## src/rtl/cu_pkg.sv

```systemverilog
// Shared types and constants for the multi-cycle control unit: state encoding,
// opcode values, control-bus bit positions and the opcode legality check.
package cu_pkg;

    typedef enum logic [2:0] {
        S_IDLE   = 3'd0,
        S_FETCH  = 3'd1,
        S_DECODE = 3'd2,
        S_EXEC   = 3'd3,
        S_MEM    = 3'd4,
        S_WB     = 3'd5,
        S_TRAP   = 3'd7
    } state_t;

    localparam logic [5:0] OPC_RTYPE = 6'h00;
    localparam logic [5:0] OPC_ADDI  = 6'h08;
    localparam logic [5:0] OPC_LW    = 6'h23;
    localparam logic [5:0] OPC_SW    = 6'h2B;
    localparam logic [5:0] OPC_BEQ   = 6'h04;
    localparam logic [5:0] OPC_J     = 6'h02;

    localparam int CB_PC_WRITE   = 0;
    localparam int CB_IR_WRITE   = 1;
    localparam int CB_MEM_READ   = 2;
    localparam int CB_MEM_WRITE  = 3;
    localparam int CB_REG_WRITE  = 4;
    localparam int CB_ALU_SRC    = 5;
    localparam int CB_MEM_TO_REG = 6;
    localparam int CB_BRANCH     = 7;
    localparam int CB_COUNT      = 8;

    typedef struct packed {
        logic rtype;
        logic addi;
        logic lw;
        logic sw;
        logic beq;
        logic j;
        logic illegal;
    } op_class_t;

    function automatic logic is_legal(input logic [5:0] opc);
        case (opc)
            OPC_RTYPE, OPC_ADDI, OPC_LW, OPC_SW, OPC_BEQ, OPC_J: is_legal = 1'b1;
            default:                                            is_legal = 1'b0;
        endcase
    endfunction

endpackage

```

## src/rtl/cu_multicycle_if.sv

```systemverilog
// Instruction-side / datapath-side signal bundle of the multi-cycle control unit.
interface cu_multicycle_if #(
    parameter int OPC_W  = 6,
    parameter int CTRL_W = 8
);
    logic [OPC_W-1:0]  opCode;
    logic              instr_valid;
    logic              mem_ready;
    logic [CTRL_W-1:0] control_signals;
    logic [2:0]        cu_state;
    logic              busy;
    logic              instr_done;
    logic              fault;

    modport master (
        output opCode, instr_valid, mem_ready,
        input  control_signals, cu_state, busy, instr_done, fault
    );

    modport slave (
        input  opCode, instr_valid, mem_ready,
        output control_signals, cu_state, busy, instr_done, fault
    );
endinterface

```

## src/rtl/cu_opdecode.sv

```systemverilog
// Combinational opcode classifier: latched opcode -> one-hot instruction class.
module cu_opdecode
    import cu_pkg::*;
#(
    parameter int OPC_W = 6
) (
    input  logic [OPC_W-1:0] opc_q,
    output op_class_t        op_class
);

    logic       upper_zero;
    logic [5:0] opc_lo;

    assign opc_lo = opc_q[5:0];

    // Any set bit above the 6-bit opcode field makes the instruction illegal.
    generate
        if (OPC_W > 6) begin : g_upper
            assign upper_zero = (opc_q[OPC_W-1:6] == '0);
        end else begin : g_no_upper
            assign upper_zero = 1'b1;
        end
    endgenerate

    always_comb begin
        op_class         = '0;
        op_class.rtype   = upper_zero && (opc_lo == OPC_RTYPE);
        op_class.addi    = upper_zero && (opc_lo == OPC_ADDI);
        op_class.lw      = upper_zero && (opc_lo == OPC_LW);
        op_class.sw      = upper_zero && (opc_lo == OPC_SW);
        op_class.beq     = upper_zero && (opc_lo == OPC_BEQ);
        op_class.j       = upper_zero && (opc_lo == OPC_J);
        op_class.illegal = !(upper_zero && is_legal(opc_lo));
    end

endmodule

```

## src/rtl/cu_multicycle.sv

```systemverilog
// Multi-cycle control unit: FETCH/DECODE/EXEC/MEM/WB sequencing with a memory
// handshake, illegal-opcode trap and memory-timeout trap.
module cu_multicycle
    import cu_pkg::*;
#(
    parameter int OPC_W       = 6,
    parameter int CTRL_W      = 8,
    parameter int MEM_TIMEOUT = 15
) (
    input  logic              clk,
    input  logic              rst,
    cu_multicycle_if.slave    bus
);

    state_t           state_reg, state_next;
    logic [OPC_W-1:0] opc_reg, opc_next;
    logic [7:0]       tmo_cnt_reg, tmo_cnt_next;
    logic [CB_COUNT-1:0] ctrl;
    logic             done;
    logic             mem_wait;
    logic             tmo_hit;
    op_class_t        op_class;

    cu_opdecode #(.OPC_W(OPC_W)) u_opdecode (
        .opc_q    (opc_reg),
        .op_class (op_class)
    );

    always_ff @(posedge clk) begin
        if (rst) begin
            state_reg   <= S_IDLE;
            opc_reg     <= '0;
            tmo_cnt_reg <= '0;
        end else begin
            state_reg   <= state_next;
            opc_reg     <= opc_next;
            tmo_cnt_reg <= tmo_cnt_next;
        end
    end

    assign mem_wait = ((state_reg == S_FETCH) || (state_reg == S_MEM)) && !bus.mem_ready;
    assign tmo_hit  = mem_wait && (tmo_cnt_reg == 8'(MEM_TIMEOUT));

    always_comb begin
        state_next = state_reg;
        opc_next   = opc_reg;
        ctrl       = '0;
        done       = 1'b0;

        case (state_reg)
            S_IDLE: begin
                if (bus.instr_valid) state_next = S_FETCH;
            end
            S_FETCH: begin
                ctrl[CB_MEM_READ] = 1'b1;
                if (bus.mem_ready) begin
                    ctrl[CB_IR_WRITE] = 1'b1;
                    ctrl[CB_PC_WRITE] = 1'b1;
                    opc_next          = bus.opCode;
                    state_next        = S_DECODE;
                end else if (tmo_hit) begin
                    state_next = S_TRAP;
                end
            end
            S_DECODE: begin
                state_next = op_class.illegal ? S_TRAP : S_EXEC;
            end
            S_EXEC: begin
                if (op_class.rtype) begin
                    state_next = S_WB;
                end else if (op_class.addi) begin
                    ctrl[CB_ALU_SRC] = 1'b1;
                    state_next       = S_WB;
                end else if (op_class.lw || op_class.sw) begin
                    ctrl[CB_ALU_SRC] = 1'b1;
                    state_next       = S_MEM;
                end else if (op_class.beq) begin
                    ctrl[CB_BRANCH] = 1'b1;
                    done            = 1'b1;
                end else if (op_class.j) begin
                    ctrl[CB_PC_WRITE] = 1'b1;
                    done              = 1'b1;
                end else begin
                    state_next = S_TRAP;
                end
            end
            S_MEM: begin
                if (op_class.lw) begin
                    ctrl[CB_MEM_READ] = 1'b1;
                    if (bus.mem_ready) state_next = S_WB;
                end else if (op_class.sw) begin
                    ctrl[CB_MEM_WRITE] = 1'b1;
                    if (bus.mem_ready) done = 1'b1;
                end else begin
                    state_next = S_TRAP;
                end
                if (tmo_hit) state_next = S_TRAP;
            end
            S_WB: begin
                ctrl[CB_REG_WRITE]  = 1'b1;
                ctrl[CB_MEM_TO_REG] = op_class.lw;
                done                = 1'b1;
            end
            S_TRAP: begin
                state_next = S_TRAP;
            end
            default: begin
                state_next = S_TRAP;
            end
        endcase

        // Final cycle of an instruction: chain straight into the next fetch if requested.
        if (done) state_next = bus.instr_valid ? S_FETCH : S_IDLE;
    end

    // Counter only runs while a memory access keeps waiting in the same state.
    always_comb begin
        tmo_cnt_next = '0;
        if (mem_wait && (state_next == state_reg)) tmo_cnt_next = tmo_cnt_reg + 8'd1;
    end

    generate
        for (genvar gi = 0; gi < CTRL_W; gi++) begin : g_ctrl
            if (gi < CB_COUNT) begin : g_used
                assign bus.control_signals[gi] = ctrl[gi];
            end else begin : g_zero
                assign bus.control_signals[gi] = 1'b0;
            end
        end
    endgenerate

    assign bus.cu_state   = state_reg;
    assign bus.busy       = (state_reg != S_IDLE) && (state_reg != S_TRAP);
    assign bus.instr_done = done;
    assign bus.fault      = (state_reg == S_TRAP);

endmodule

```

## src/flat_wrapper.sv

```systemverilog
// flat-port wrapper written by rule: the top's interface ports become plain ports
module cu_multicycle_flat import cu_pkg::*;
#(
    parameter int OPC_W       = 6,
    parameter int CTRL_W      = 8,
    parameter int MEM_TIMEOUT = 15
)
  (clk, rst, bus_opCode, bus_instr_valid, bus_mem_ready, bus_control_signals, bus_cu_state, bus_busy, bus_instr_done, bus_fault);
  cu_multicycle_if #(.OPC_W(OPC_W), .CTRL_W(CTRL_W)) bus_i ();
  input  logic clk;
  input  logic rst;
  input wire logic [$bits(bus_i.opCode)-1:0] bus_opCode;
  input wire logic [$bits(bus_i.instr_valid)-1:0] bus_instr_valid;
  input wire logic [$bits(bus_i.mem_ready)-1:0] bus_mem_ready;
  output wire logic [$bits(bus_i.control_signals)-1:0] bus_control_signals;
  output wire logic [$bits(bus_i.cu_state)-1:0] bus_cu_state;
  output wire logic [$bits(bus_i.busy)-1:0] bus_busy;
  output wire logic [$bits(bus_i.instr_done)-1:0] bus_instr_done;
  output wire logic [$bits(bus_i.fault)-1:0] bus_fault;
  assign bus_i.opCode = bus_opCode;
  assign bus_i.instr_valid = bus_instr_valid;
  assign bus_i.mem_ready = bus_mem_ready;
  assign bus_control_signals = bus_i.control_signals;
  assign bus_cu_state = bus_i.cu_state;
  assign bus_busy = bus_i.busy;
  assign bus_instr_done = bus_i.instr_done;
  assign bus_fault = bus_i.fault;
  cu_multicycle #(.OPC_W(OPC_W), .CTRL_W(CTRL_W), .MEM_TIMEOUT(MEM_TIMEOUT)) u_core (.clk(clk), .rst(rst), .bus(bus_i));
endmodule
```

## config.mk

```make
export PLATFORM = sky130hd
export DESIGN_NAME = cu_multicycle_flat
export DESIGN_NICKNAME = d
export VERILOG_FILES = /design/src/rtl/cu_pkg.sv /design/src/rtl/cu_multicycle_if.sv /design/src/rtl/cu_opdecode.sv /design/src/rtl/cu_multicycle.sv /design/src/flat_wrapper.sv
export SDC_FILE = /design/constraint.sdc
export NUM_CORES = 1
export LEC_CHECK = 0
export CAP_MARGIN = 10
export CORE_AREA = 2 2 41 58
export DETAILED_ROUTE_END_ITERATION = 16
export DIE_AREA = 0 0 43 60
export MAX_ROUTING_LAYER = met4
export PLACE_DENSITY = 0.84
export SYNTH_ARGS = -nofsm -noshare
export SYNTH_HDL_FRONTEND = slang
export SYNTH_SLANG_ARGS = --single-unit
```

## constraint.sdc

```tcl
create_clock -name clk -period 3.79 [get_ports clk]
set_input_delay 0.758 -clock clk [delete_from_list [all_inputs] [get_ports clk]]
set_output_delay 0.758 -clock clk [all_outputs]
set_load 0.005 [all_outputs]
```

=== After elaboration in Yosys (flattened, before gate mapping) ===
Index checks and enable logic that the tools add are counted.

* Register bits: 17
* Latch bits: 0
* Bits in writable memories: 0
* Memory bits (read-only): 0
* Input bits: 10
* Output and inout port bits: 14
* Logic and storage cells: 81
* Memories kept: 0

* $add $sub $neg: 1
* Multiply operators: 0
* Div/mod/pow operators: 0
* $lt $le $gt $ge: 0
* Eq/ne operators: 14
* Shift operators: 0
* Mux-type cells: 49
* Bitwise logic cells: 1
* Reductions and logical operators: 13

{| class="wikitable"
|+ Operators by type and width
! kind !! number
|-
| two-way mux 3 bit || 14
|-
| two-way mux 1 bit || 30
|-
| case mux 3 bit (6 select lines) || 1
|-
| == test 6 bit, second input constant || 2
|-
| == test 3 bit, second input constant || 3
|-
| adder 8 x 1 -> 8 bit, second input constant || 1
|-
| == test 8 x 4 -> 1 bit, second input constant || 1
|-
| == test 3 x 2 -> 1 bit, second input constant || 2
|-
| == test 6 x 2 -> 1 bit, second input constant || 1
|-
| == test 6 x 3 -> 1 bit, second input constant || 1
|-
| == test 6 x 4 -> 1 bit, second input constant || 1
|-
| logical NOT 6 bit || 1
|-
| OR reduction 6 bit || 1
|-
| logical AND 1 bit || 4
|-
| case mux 1 bit (2 select lines) || 2
|-
| == test 3 x 1 -> 1 bit, second input constant || 1
|-
| == test 3 bit || 1
|-
| logical NOT 3 bit || 1
|-
| inequality test 3 bit, second input constant || 1
|-
| case mux 1 bit (3 select lines) || 1
|-
| nonzero test 3 bit || 1
|-
| logical OR 1 bit || 2
|-
| two-way mux 2 bit || 1
|-
| AND reduction 2 bit || 1
|-
| 3 further kinds || 3
|}

=== Longest topological paths before layout ===
* Depth in word-level cells: 12
* Mapped depth: 7
* Gate-level depth less buffers: 6

=== Modules after synthesis ===
Synthesis repeated with hierarchy kept, for this count alone.

* Cells, all modules: 129
* Area total of the unflattened synthesis: 1124.8 µm²

{| class="wikitable"
|+ By module, submodules not included
! module !! instances !! cells each !! area each (µm²)
|-
| cu_multicycle || 1 || 116 || 1028.5
|-
| cu_opdecode || 1 || 13 || 96.3
|}

=== Worst setup path after synthesis ===
OpenSTA, ideal clock, no wires.

* Kind: reg-to-output
* Start point: reg u_core.state_reg[0] (netlist: u_core.bus.cu_state[0])
* End point: out bus_control_signals[7]
* Arrival time: 1.361 ns
* Data required time: 3.032 ns
* Path slack: 1.671 ns
* Cell stages (with the launch flop): 5
* Cell sequence: dfxtp_1 -> clkbuf_1 -> nand3b_1 -> or3_1 -> nor4_1

* Cells in the longest elaborated chain, start to end: 2

{| class="wikitable"
|+ Ends and longest elaborated chain
! element !! RTL line !! text
|-
| start: declaration || cu_multicycle.sv:15 || <nowiki>state_t state_reg, state_next;</nowiki>
|-
| start signal: assignment || cu_multicycle.sv:35 || <nowiki>state_reg <= state_next;</nowiki>
|-
| == test 3 x 2 -> 1 bit || cu_multicycle.sv:50 || <nowiki>case (state_reg)</nowiki>
|-
| two-way mux 1 bit || cu_multicycle.sv:50 ||
|-
| end: declaration || flat_wrapper.sv:15 || <nowiki>output wire logic [$bits(bus_i.control_signals)-1:0] bus_control_signals;</nowiki>
|}

No other way between the ends.

=== Worst setup path in the final report ===
* Start point: in bus_mem_ready
* End point: out bus_instr_done

* Cells in the longest elaborated chain, start to end: 4

{| class="wikitable"
|+ Ends and longest elaborated chain
! element !! RTL line !! text
|-
| start: declaration || flat_wrapper.sv:14 || <nowiki>input wire logic [$bits(bus_i.mem_ready)-1:0] bus_mem_ready;</nowiki>
|-
| two-way mux 1 bit || cu_multicycle.sv:93 || <nowiki>if (bus.mem_ready) done = 1'b1;</nowiki>
|-
| two-way mux 1 bit || cu_multicycle.sv:91 || <nowiki>end else if (op_class.sw) begin</nowiki>
|-
| two-way mux 1 bit || cu_multicycle.sv:88 || <nowiki>if (op_class.lw) begin</nowiki>
|-
| case mux 1 bit (3 select lines) || cu_multicycle.sv:50 ||
|-
| end: declaration || flat_wrapper.sv:18 || <nowiki>output wire logic [$bits(bus_i.instr_done)-1:0] bus_instr_done;</nowiki>
|}

No other way between the ends.

==> metrics.cfg <==
[status]
status = completed

[pwr]
powerDensity_nw_per_um2 = 367
p_switching_w = 0.000165
p_comb_share_pct = 31.7
p_sw_share_pct = 34.4
ir_worst_vdd_mv = 0.205
clockPowerShare_pct = 20.9
p_seq_share_pct = 47.4
power_w = 0.000479
leakage_nw = 0.488
p_int_w = 0.000314

[logic_synthesis]
synth_top_area_share_pct = 32.7
dominantRegCellSynth = dfxtp_1
yosysTopAreaCell = dfxtp_1
synth_commonest_cells = nor2_1 (18), dfxtp_1 (17), a21oi_1 (9)
ys_ff_latch = 17
ys_types = 35
synth_area_leaders = dfxtp_1 (33%), nor2_1 (6.5%), mux2i_1 (5.8%)
synth_cells = 128
syn-num-nets = 139
synth_edf_count = 0
seq_area_frac_synth_pct = 32.7
yosysMostFrequentCell = nor2_1
synth_warnings = 0
synth_async_sr_flop_share_pct = 0
syn_area_per_cell_um2 = 8.14
syn_area_um2 = 1040

[cts]
htree_levels = 1
cts_tree = yes
ctsHoldBuffers = 0
clkTransAtPathRegs_ns = 0.10
cts_sinks = 17
post_cts_buffers = 0
root_buffer = clkbuf_4
worst_skew_pair.late_latency_ns = 0.30
clock_path_buffers = 2
cts-buffers-inserted = 3
cts.repair.resized = 0

[placed_design]
gp_congestion = 0.955
dpl.hpwl_um = 1900
port_buffers = 23

[die]
die_area_um2 = 2580
num_io_pins = 24
start_util_pct = 49.6
core-area_um2 = 2100
die_height_um = 60
chipWidth_um = 43
rows = 20

[route]
wl_per_cell_um = 14.6
finalWirelength_um = 2500
dr.pass1.iters = 4
antenna_left = 0
vias_per_cell = 6.01
initialDrtViolationCount = 29
remaining_drc_errors = 0
vias = 1027

[final_layout]
diodes = 0
syn2layout_area_growth_pct = 25.4
nets = 161
drive_above_1_share_pct = 6.71
largest_reg_flops = 8
n_fill_cell = 179

[worst_setup_path]
crit_required_ns = 3.03
worstPathCellList = clkdlybuf4s50_1 -> nand2_1 -> nor3_1 -> o21ai_0 -> o21ai_0 -> clkdlybuf4s50_1
crit_fanout = 7
crit_arrival_ns = 2.42
criticalPathCategory = in -> out
cp_slowest_stage_delay_ns = 0.60
critPathLaunchType = input pin
cp_slowest_cell = clkdlybuf4s50_1
end_kind = primary output

[global_route]
globalRoute.totalOverflow = 0
antenna_found_initial = 0
grt_max_degree = 16
grt_pass1_vias = 1038
grt_use_total_pct = 22.6
grt_pass1_wl_um = 4260

[timing]
slew_headroom_pct = 50.9
maxSlewViolCount = 0
fin_crit_sh_pct = 83.9
skew_ns = 0.00250
fin_setup_tns_ns = 0
period_minus_slack_ns = 3.18
max_freq_mhz = 315
tightestPinTransition_ns = 0.729
setup_viol = 0
rsz0062_at_grt = no
final_hold_viol_count = 0

[flow_run]
max-cap-violations = 0

[min_path]
min_path_type = reg -> reg

==> layer usage <==
layer  up-vias  track usage (%)  routed length, µm
met5         -                -                  0
li1        509                -                  -
met2        27             39.8               1350
met4         0             15.2                 70
met3         7             2.42                 86
met1       484             23.3                991
==> area by class of cell <==
class	count	area [µm²]	area share, %
sequential	17	340	26.0
tap	22	27.5	2.11
inverter	2	7.51	0.574
clock inverter	1	5.00	0.383
multi-input combinational	102	667	51.0
clock buffer	3	22.5	1.72
timing repair buffer	24	238	18.2
==> cells by family after synthesis <==
logic type	synth area share [%]
AOI/OAI and AO/OA	16.7
DFF	32.7
buffers and inverters	3.36
adders and majority gates	1.20
xor gates and xnor gates	5.88
muxes	5.76
and+or+nand+nor	34.5
==> cells in the final DEF (no fill, tap or decap), types with 3 or more instances in the layout <==
master            n
clkdlybuf4s50_1  23
nor2_1           18
dfxtp_1          17
a21oi_1           9
nor3_1            8
nand2b_1          6
nor4_1            6
mux2i_1           6
nand2_1           5
and3_1            5
xor2_1            4
nand3_1           4
nand3b_1          3
o21ai_0           3
a211oi_1          3
xnor2_1           3
clkbuf_4          3
==> critical path, delay by kind of cell <==
kind                   cells  cell delay (ns)
buffers and inverters      2             1.17
AOI/OAI and AO/OA          2             0.26
and+or+nand+nor            2             0.22
==> stage by stage <==
stage          hold slack (ns)  setup WS (ns)  util, %  cells  area, µm²
2_1_floorplan            0.417           1.67        -    128       1040
3_3_place_gp             0.427          0.728     60.9    167       1280
3_5_place_dp             0.447          0.664     60.9    167       1280
4_1_cts                  0.463          0.654     62.2    171       1310
5_1_grt                  0.483          0.507     62.2    171       1310
6_report                 0.454          0.612     62.2    171       1310
==> worst paths after layout <==
| path | start | to | slack (ns) | depth (start not counted) |
|---|---|---|---|---|
| worst max-delay path | bus_mem_ready | bus_instr_done | 0.61 | 6 |
| worst min-delay path | u_core.tmo_cnt_reg[0]$_SDFF_PP0_ | u_core.tmo_cnt_reg[0]$_SDFF_PP0_ | 0.45 | 1 |
| worst max register to register | u_core.bus.cu_state[1]$_SDFF_PP0_ | u_core.tmo_cnt_reg[5]$_SDFF_PP0_ | 1.70 | 6 |
| worst min register to register | u_core.tmo_cnt_reg[0]$_SDFF_PP0_ | u_core.tmo_cnt_reg[0]$_SDFF_PP0_ | 0.45 | 1 |
==> power groups by stage <==
stage | Combinational [W] | Sequential, W | Clock (W)
finish | 0.000152 | 0.000227 | 0.000100
global route | 0.000166 | 0.000231 | 0.000109
CTS | 0.000152 | 0.000226 | 0.000102
detailed placement | 0.000152 | 0.000230 | 0
global placement | 0.000147 | 0.000229 | 0
floorplan | 0.000105 | 0.000208 | 0
Power figures use the tool's default switching activity.
